--- src/rtl/vga_pattern_regfile.sv ---
// vga_pattern_regfile
//   Parses framed UART command packets (SYNC, ADDR, DATA, CHK) into a shadow
//   register file and commits shadow -> active only on a frame-start pulse.
//   Each packet produces an ACK/NAK byte on a ready/valid TX interface.
//
// Optional build macro: VGA_PATTERN_REGFILE_READBACK_EN
//   When defined, ADDR[7]=1 requests a readback of active register ADDR[6:0];
//   the response byte carries the register value instead of ACK_BYTE.
//
// Ports:
//   i_clk, i_reset      clock, synchronous active-high reset
//   i_rx_byte/valid     received byte and its one-cycle strobe
//   i_frame_start       one-cycle pulse at start of vertical blank
//   o_tx_byte/valid     pending response byte, held until i_tx_ready
//   i_tx_ready          consumer accepts response
//   o_regs              active registers, reg k at [8k+7:8k]
//   o_commit            pulse the cycle after a shadow->active commit
//   o_err_timeout       pulse when a partial packet times out
//   o_resp_drop         pulse when a response is lost to a pending one
module vga_pattern_regfile #(
  parameter int         NUM_REGS       = 8,
  parameter int         TIMEOUT_CYCLES = 2170,
  parameter logic [7:0] SYNC_BYTE      = 8'hA5,
  parameter logic [7:0] ACK_BYTE       = 8'h06,
  parameter logic [7:0] NAK_BYTE       = 8'h15
) (
  input  logic                  i_clk,
  input  logic                  i_reset,
  input  logic [7:0]            i_rx_byte,
  input  logic                  i_rx_valid,
  input  logic                  i_frame_start,
  output logic [7:0]            o_tx_byte,
  output logic                  o_tx_valid,
  input  logic                  i_tx_ready,
  output logic [8*NUM_REGS-1:0] o_regs,
  output logic                  o_commit,
  output logic                  o_err_timeout,
  output logic                  o_resp_drop
);

  localparam int             AW         = $clog2(NUM_REGS);
  localparam int             CW         = $clog2(TIMEOUT_CYCLES + 1);
  localparam logic [CW-1:0]  TO_LAST    = CW'(TIMEOUT_CYCLES - 1);
  localparam logic [8:0]     NUM_REGS_W = 9'(NUM_REGS);

  typedef enum logic [1:0] {S_IDLE, S_GET_ADDR, S_GET_DATA, S_GET_CHK} state_t;

  state_t         state_q, state_d;
  logic [7:0]     addr_q, addr_d;
  logic [7:0]     data_q, data_d;
  logic [CW-1:0]  cnt_q, cnt_d;
  logic           dirty_q, dirty_d;
  logic [7:0]     shadow_q [NUM_REGS];
  logic [7:0]     shadow_d [NUM_REGS];
  logic [7:0]     active_q [NUM_REGS];
  logic [7:0]     active_d [NUM_REGS];
  logic [7:0]     tx_byte_q, tx_byte_d;
  logic           tx_valid_q, tx_valid_d;
  logic           commit_q, commit_d;
  logic           err_timeout_q, err_timeout_d;
  logic           resp_drop_q, resp_drop_d;

  logic           gen;
  logic           wr_en;
  logic           chk_ok;
  logic           accept;
  logic [7:0]     resp;
  logic [AW-1:0]  idx;

  assign idx = addr_q[AW-1:0];

  always_comb begin
    state_d       = state_q;
    addr_d        = addr_q;
    data_d        = data_q;
    cnt_d         = cnt_q;
    dirty_d       = dirty_q;
    shadow_d      = shadow_q;
    active_d      = active_q;
    tx_byte_d     = tx_byte_q;
    tx_valid_d    = tx_valid_q;
    commit_d      = 1'b0;
    err_timeout_d = 1'b0;
    resp_drop_d   = 1'b0;
    gen           = 1'b0;
    wr_en         = 1'b0;
    resp          = NAK_BYTE;
    chk_ok        = 1'b0;
    accept        = tx_valid_q && i_tx_ready;

    if (i_rx_valid || state_q == S_IDLE) begin
      cnt_d = '0;
    end else if (cnt_q != '1) begin
      cnt_d = cnt_q + 1'b1;
    end

    if (i_rx_valid) begin
      case (state_q)
        S_IDLE: begin
          if (i_rx_byte == SYNC_BYTE) state_d = S_GET_ADDR;
        end
        S_GET_ADDR: begin
          addr_d  = i_rx_byte;
          state_d = S_GET_DATA;
        end
        S_GET_DATA: begin
          data_d  = i_rx_byte;
          state_d = S_GET_CHK;
        end
        default: begin
          state_d = S_IDLE;
          gen     = 1'b1;
          chk_ok  = (i_rx_byte == (addr_q ^ data_q));
`ifdef VGA_PATTERN_REGFILE_READBACK_EN
          if (addr_q[7]) begin
            if (chk_ok && ({2'b00, addr_q[6:0]} < NUM_REGS_W)) resp = active_q[idx];
          end else if (chk_ok && ({1'b0, addr_q} < NUM_REGS_W)) begin
            wr_en = 1'b1;
            resp  = ACK_BYTE;
          end
`else
          if (chk_ok && ({1'b0, addr_q} < NUM_REGS_W)) begin
            wr_en = 1'b1;
            resp  = ACK_BYTE;
          end
`endif
        end
      endcase
    end else if (state_q != S_IDLE && cnt_q >= TO_LAST) begin
      state_d       = S_IDLE;
      err_timeout_d = 1'b1;
    end

    // A response accepted this cycle frees the slot for a new one.
    if (gen) begin
      if (!tx_valid_q || accept) begin
        tx_valid_d = 1'b1;
        tx_byte_d  = resp;
      end else begin
        resp_drop_d = 1'b1;
      end
    end else if (accept) begin
      tx_valid_d = 1'b0;
    end

    // Commit uses the pre-write shadow; a same-cycle write re-marks dirty.
    if (i_frame_start && dirty_q) begin
      active_d = shadow_q;
      dirty_d  = 1'b0;
      commit_d = 1'b1;
    end
    if (wr_en) begin
      shadow_d[idx] = data_q;
      dirty_d       = 1'b1;
    end
  end

  always_ff @(posedge i_clk) begin
    if (i_reset) begin
      state_q       <= S_IDLE;
      addr_q        <= '0;
      data_q        <= '0;
      cnt_q         <= '0;
      dirty_q       <= 1'b0;
      shadow_q      <= '{default: '0};
      active_q      <= '{default: '0};
      tx_byte_q     <= '0;
      tx_valid_q    <= 1'b0;
      commit_q      <= 1'b0;
      err_timeout_q <= 1'b0;
      resp_drop_q   <= 1'b0;
    end else begin
      state_q       <= state_d;
      addr_q        <= addr_d;
      data_q        <= data_d;
      cnt_q         <= cnt_d;
      dirty_q       <= dirty_d;
      shadow_q      <= shadow_d;
      active_q      <= active_d;
      tx_byte_q     <= tx_byte_d;
      tx_valid_q    <= tx_valid_d;
      commit_q      <= commit_d;
      err_timeout_q <= err_timeout_d;
      resp_drop_q   <= resp_drop_d;
    end
  end

  always_comb begin
    o_regs = '0;
    for (int unsigned k = 0; k < NUM_REGS; k++) begin
      o_regs[8*k +: 8] = active_q[k];
    end
  end

  assign o_tx_byte     = tx_byte_q;
  assign o_tx_valid    = tx_valid_q;
  assign o_commit      = commit_q;
  assign o_err_timeout = err_timeout_q;
  assign o_resp_drop   = resp_drop_q;

endmodule

--- config.mk ---
export PLATFORM = sky130hd
export DESIGN_NAME = vga_pattern_regfile
export DESIGN_NICKNAME = d
export VERILOG_FILES = /design/src/rtl/vga_pattern_regfile.sv
export SDC_FILE = /design/constraint.sdc
export NUM_CORES = 1
export LEC_CHECK = 0
export ABC_CLOCK_PERIOD_IN_PS = 4500
export CAP_MARGIN = 20
export CORE_UTILIZATION = 35
export DETAILED_ROUTE_END_ITERATION = 7
export PLACE_DENSITY = 0.58
export SETUP_SLACK_MARGIN = 0.02
export SYNTH_ARGS = -nofsm -noshare
export SYNTH_HDL_FRONTEND = slang
export SYNTH_SLANG_ARGS = --single-unit
--- constraint.sdc ---
create_clock -name i_clk -period 4.5 [get_ports i_clk]
set_clock_uncertainty 0.05 [all_clocks]
set_input_delay 0.9 -clock i_clk [delete_from_list [all_inputs] [get_ports i_clk]]
set_output_delay 0.9 -clock i_clk [all_outputs]
set_load 0.005 [all_outputs]
Yosys cells after proc, flatten, opt, wreduce, memory -nomap -nowiden
Index checks and enable logic that the tools add are counted.
{ "totals": {"regBits": 171, "input_bits": 13, "out_inout_bits": 76} }
{ "classes": {"addsub": 1, "order_cmp": 4, "n_eq_ne": 7, "muxes": 23, "n_bitwise": 3, "n_reduce_logical": 22} }
{ "ops": {"columns": ["op", "count"], "rows": [
  ["$bwmux 64", 1],
  ["$demux 8 s3", 1],
  ["$mux 5", 3],
  ["$mux 1", 13],
  ["$add 12x1->12 const B", 1],
  ["$ge 12x12->1 const B", 1],
  ["$ne 12x12->1 const B", 1],
  ["$reduce_and 2->1", 5],
  ["$eq 8x8->1", 1],
  ["$eq 8x8->1 const B", 1],
  ["$lt 8x4->1 const B", 1],
  ["$mux 8", 1],
  ["$reduce_bool 2->1", 4],
  ["$xor 8x8->8", 1],
  ["$mux 2", 3],
  ["$pmux 2 s3", 1],
  ["$reduce_or 2->1", 3],
  ["$logic_and 1x1->1", 5],
  ["$ge 4x4->1 const B", 1],
  ["$lt 4x1->1 const B", 1],
  ["$not 3->4", 1],
  ["$ne 3x2->1 const B", 1],
  ["$reduce_or 3->1", 1],
  ["$eq 2x1->1 const B", 1],
  ["6 further kinds", 7]
]} }

Longest topological paths before layout
{ "depth": {"ltp_word": 7, "ltp_mapped": 7} }

Least setup slack after synthesis
OpenSTA, ideal clock, no wires.
{ "synth_path": {"path_kind": "in2reg", "start": "input i_rx_byte[5]", "end": "register shadow_q[0] (netlist name)", "arrival_time_ps": 2322, "required_time_ps": 4321, "path_slack_ps": 1999, "stages": 4, "n_path_buf": 0, "cell_sequence": "xor3_1 -> nor2_1 -> nand4_2 -> mux2i_1"} }
{ "synth_between": {"elab_chain_len": 5} }
{ "synth_lines": {"columns": ["element", "line", "rtl"], "rows": [
  ["from (decl)", "29", "input logic [7:0] i_rx_byte,"],
  ["$eq 8x8->1", "113", "chk_ok = (i_rx_byte == (addr_q ^ data_q));"],
  ["$logic_and 1x1->1", "122", "if (chk_ok && ({1'b0, addr_q} < NUM_REGS_W)) begin"],
  ["$mux 1", "122", null],
  ["$mux 1", "98", "case (state_q)"],
  ["$mux 1", "97", "if (i_rx_valid) begin"],
  ["to (signal assigned)", "178", "shadow_q <= shadow_d;"],
  ["to (decl)", "53", "logic [7:0] shadow_q [NUM_REGS];"]
]} }
Every way passes these cells.
A chain may end at the register's enable or synchronous reset.

Worst setup path after layout
{ "layout_path": {"start": "input i_rx_byte[1]", "end": "register shadow_q[50] (netlist name)"} }
Same word-level chain as after synthesis.

==> impl_metrics.env <==
export IMPL_critPathLaunch="i_rx_byte[1]"
export IMPL_ioPinCount=89
export IMPL_drtPass1Iterations=4
export IMPL_synth_xor_area_share_pct=3.20
export IMPL_netlist_area_um2=6720
export IMPL_cts_tree="done"
export IMPL_maxCapViolCount=0
export IMPL_post_cts_buffers=0
export IMPL_dpl_hpwl_um=9450
export IMPL_ctsResizeCount=0
export IMPL_totalWireLength_um=14800
export IMPL_io_buffers=84
export IMPL_core_area_um2=18800
export IMPL_grt_pass1_vias=4747
export IMPL_path_clk_slew_ns=0.06
export IMPL_critPathArrivalTime_ns=3.06
export IMPL_crit_reg2reg_launch="addr_q[3]$_SDFFE_PP0P_"
export IMPL_status="completed"
export IMPL_start_util_pct=35.8
export IMPL_powerDensity_nw_per_um2=386
export IMPL_p_total_uw=3200
export IMPL_top_usage_layer="met2"
export IMPL_yosys_warnings=0
export IMPL_vias_per_cell=4.77
export IMPL_period_share_pct=63.1
export IMPL_drive_above_1_share_pct=6.70
export IMPL_worstPathRequired_ns=4.72
export IMPL_ys_seq_elements=166
export IMPL_die_area_um2=19800
export IMPL_rrSetupSlack_ns=1.93
export IMPL_synthAdderAreaFrac_pct=1.49
export IMPL_cts_made_buffers=17
export IMPL_grtUsageMet2_pct=24.8
export IMPL_crit_type="primary input to flip-flop"
export IMPL_synthMuxAreaShare_pct=10.1
export IMPL_multi_input_area_um2=3150
export IMPL_synth_cell_types=39
export IMPL_worstSetupEndpointType="flip-flop"
export IMPL_worst_pin_slew_ns=0.881
export IMPL_route_detailed_drc=0
export IMPL_yosys_area_top_type="dfxtp_1"
export IMPL_syn_inst=738
export IMPL_async_reset_ff_share_pct=0
export IMPL_area_growth_pct=23.5
export IMPL_hp_class="flip-flop to flip-flop"
export IMPL_setup_viol=0
export IMPL_synth_compound_area_share_pct=7.82
export IMPL_synthSimpleGateAreaFrac_pct=24.0
export IMPL_ys_top_cells_by_area="dfxtp_1 49%, mux2i_1 10%, nand2_1 8.6%"
export IMPL_track_usage_pct=15.6
export IMPL_ant_nets=0
export IMPL_clock_latency_ns=0.43
export IMPL_worstRegToRegCells=4
export IMPL_fp_dieH_um=141
export IMPL_fill_cells=1891
export IMPL_ys_flop_type="dfxtp_1"
export IMPL_rsz0062_at_grt="no"
export IMPL_use_met1_pct=20.8
export IMPL_worstReg2RegEnd="shadow_q[26]$_SDFFE_PP0P_"
export IMPL_synthTopCellsByCount="166 x dfxtp_1, 154 x nand2_1, 88 x a21oi_1"
export IMPL_synth_top_area_share_pct=49.4
export IMPL_cts_htree_levels=4
export IMPL_peakVddDrop_mv=0.263
export IMPL_cts_root_buffer="clkbuf_16"
export IMPL_crit_end="shadow_q[50]$_SDFFE_PP0P_"
export IMPL_clock_fmax_mhz=352
export IMPL_final_nets=815
export IMPL_post_route_min_period_ns=2.84
export IMPL_drt_initial_drc_count=222
export IMPL_row_count=50
export IMPL_grt_pass1_wl_um=24200
export IMPL_antenna_found_initial=0
export IMPL_grt_util_met3_pct=3.57
export IMPL_cts_hold_buf=0
export IMPL_slew_violations=0
export IMPL_grt_overflow_total=0
export IMPL_vias=4963
export IMPL_yosysMostFrequentCell="dfxtp_1"
export IMPL_cp_max_fo=9
export IMPL_worstSetupStartpointType="primary input"
export IMPL_avgSynthCellArea_um2=9.11
export IMPL_synth_enable_flop_cells=0
export IMPL_wl_per_cell_um=14.2
export IMPL_leakage_uw=0.00313
export IMPL_synth_top_family_by_area="simple AND/OR/NAND/NOR gates"
export IMPL_place_congestion=0.738
export IMPL_cts_path_max_buffers=2
export IMPL_tns_ns=0
export IMPL_seq_area_frac_synth_pct=49.4
export IMPL_cts_num_sinks=166
export IMPL_seq_area_um2=3320
export IMPL_die_w_um=141
export IMPL_n_antenna_cell=0
export IMPL_final_hold_viol_count=0
export IMPL_grt_max_degree=75
export IMPL_slew_headroom_pct=41.3
[worst max-delay path, stage by stage]
cell and delay (ns):
clkdlybuf4s50_1 0.60, xor3_1 0.51, nor4_1 0.45, nand4_2 0.39
mux2i_1 0.22
[cells in the final DEF, fill, tap and decap left out, drive strengths merged, types with 2 or more instances in the layout]
cell,instances
dfxtp,166
nand2,154
a21oi,88
clkdlybuf4s50,83
nand2b,75
mux2i,68
clkbuf,21
nand3,20
nor2,16
nor4,12
nand4,11
ha,8
buf,8
inv,8
xor2,7
xor3,5
nand3b,5
or3,4
nor3,4
xnor2,4
conb,4
o21ai,3
or3b,3
bufinv,3
and2,3
clkinv,3
nor3b,2
o21a,2
nor4b,2
and3,2
o311ai,2
o31ai,2
clkinvlp,2
[metal layers]
layer	share of wire [%]	wire length, um
met5	0	0
met2	45	6730
met4	1.5	221
met1	50	7460
met3	2.7	397
[cells by family (layout without fill, tap and decap cells)]
| group | count (synthesis) | after routing |
|---|---|---|
| AOI/OAI and AO/OA | 100 | 100 |
| xor gates and xnor gates | 16 | 16 |
| adders and majority gates | 8 | 8 |
| buffers and inverters | 63 | 128 |
| DFF | 166 | 166 |
| muxes | 68 | 68 |
| other | 1 | 4 |
| and+or+nand+nor | 316 | 316 |
[how the worst min path moves through the flow]
stage / from / to / slack [ns] / cells past startpoint
2_1_floorplan: addr_q[6]$_SDFFE_PP0P_ / addr_q[6]$_SDFFE_PP0P_ / 0.38 / 2
3_3_place_gp: addr_q[6]$_SDFFE_PP0P_ / addr_q[6]$_SDFFE_PP0P_ / 0.39 / 2
3_5_place_dp: addr_q[6]$_SDFFE_PP0P_ / addr_q[6]$_SDFFE_PP0P_ / 0.39 / 2
5_1_grt: o_regs[22]$_SDFFE_PP0P_ / o_regs[22]$_SDFFE_PP0P_ / 0.42 / 2
4_1_cts: addr_q[6]$_SDFFE_PP0P_ / addr_q[6]$_SDFFE_PP0P_ / 0.40 / 2
6_report: addr_q[6]$_SDFFE_PP0P_ / addr_q[6]$_SDFFE_PP0P_ / 0.40 / 2
[through the flow]
stage               setup WS (ns)  util [%]  hold WS (ns)  cells  instance area, um^2
finish                       1.66      44.2         0.399   1040                 8300
global route                 1.58      44.2         0.418   1040                 8300
CTS                          1.69      44.2         0.401   1040                 8300
detailed placement           1.30      40.9         0.392   1009                 7680
global placement             1.31      40.9         0.388   1009                 7680
floorplan                    2.00         -         0.381    741                 6730
[flip-flops by register name, indices dropped and copies added, names as in the netlist, 2 cells and up]
| signal | cells |
|---|---|
| shadow_q | 64 |
| data_q | 8 |
| addr_q | 8 |
| cnt_q | 12 |
| o_tx_byte | 3 |
| o_regs | 64 |
| state_q | 2 |
[report_power, final]
part / total (uW) / switching (uW) / internal, uW
clock: 1520 / 588 / 932
combinational: 183 / 110 / 72.3
sequential: 1500 / 17.5 / 1480
total: 3200 / 716 / 2490
[cell type report]
type | instances | area share, %
inverters | 6 | 0.271
multi-input cells | 512 | 38.0
clock inverters | 10 | 1.70
flip-flops and latches | 166 | 40.0
clock buffers | 21 | 5.79
well taps | 234 | 3.53
repair buffers | 91 | 10.7
Power figures use the tool's default switching activity.
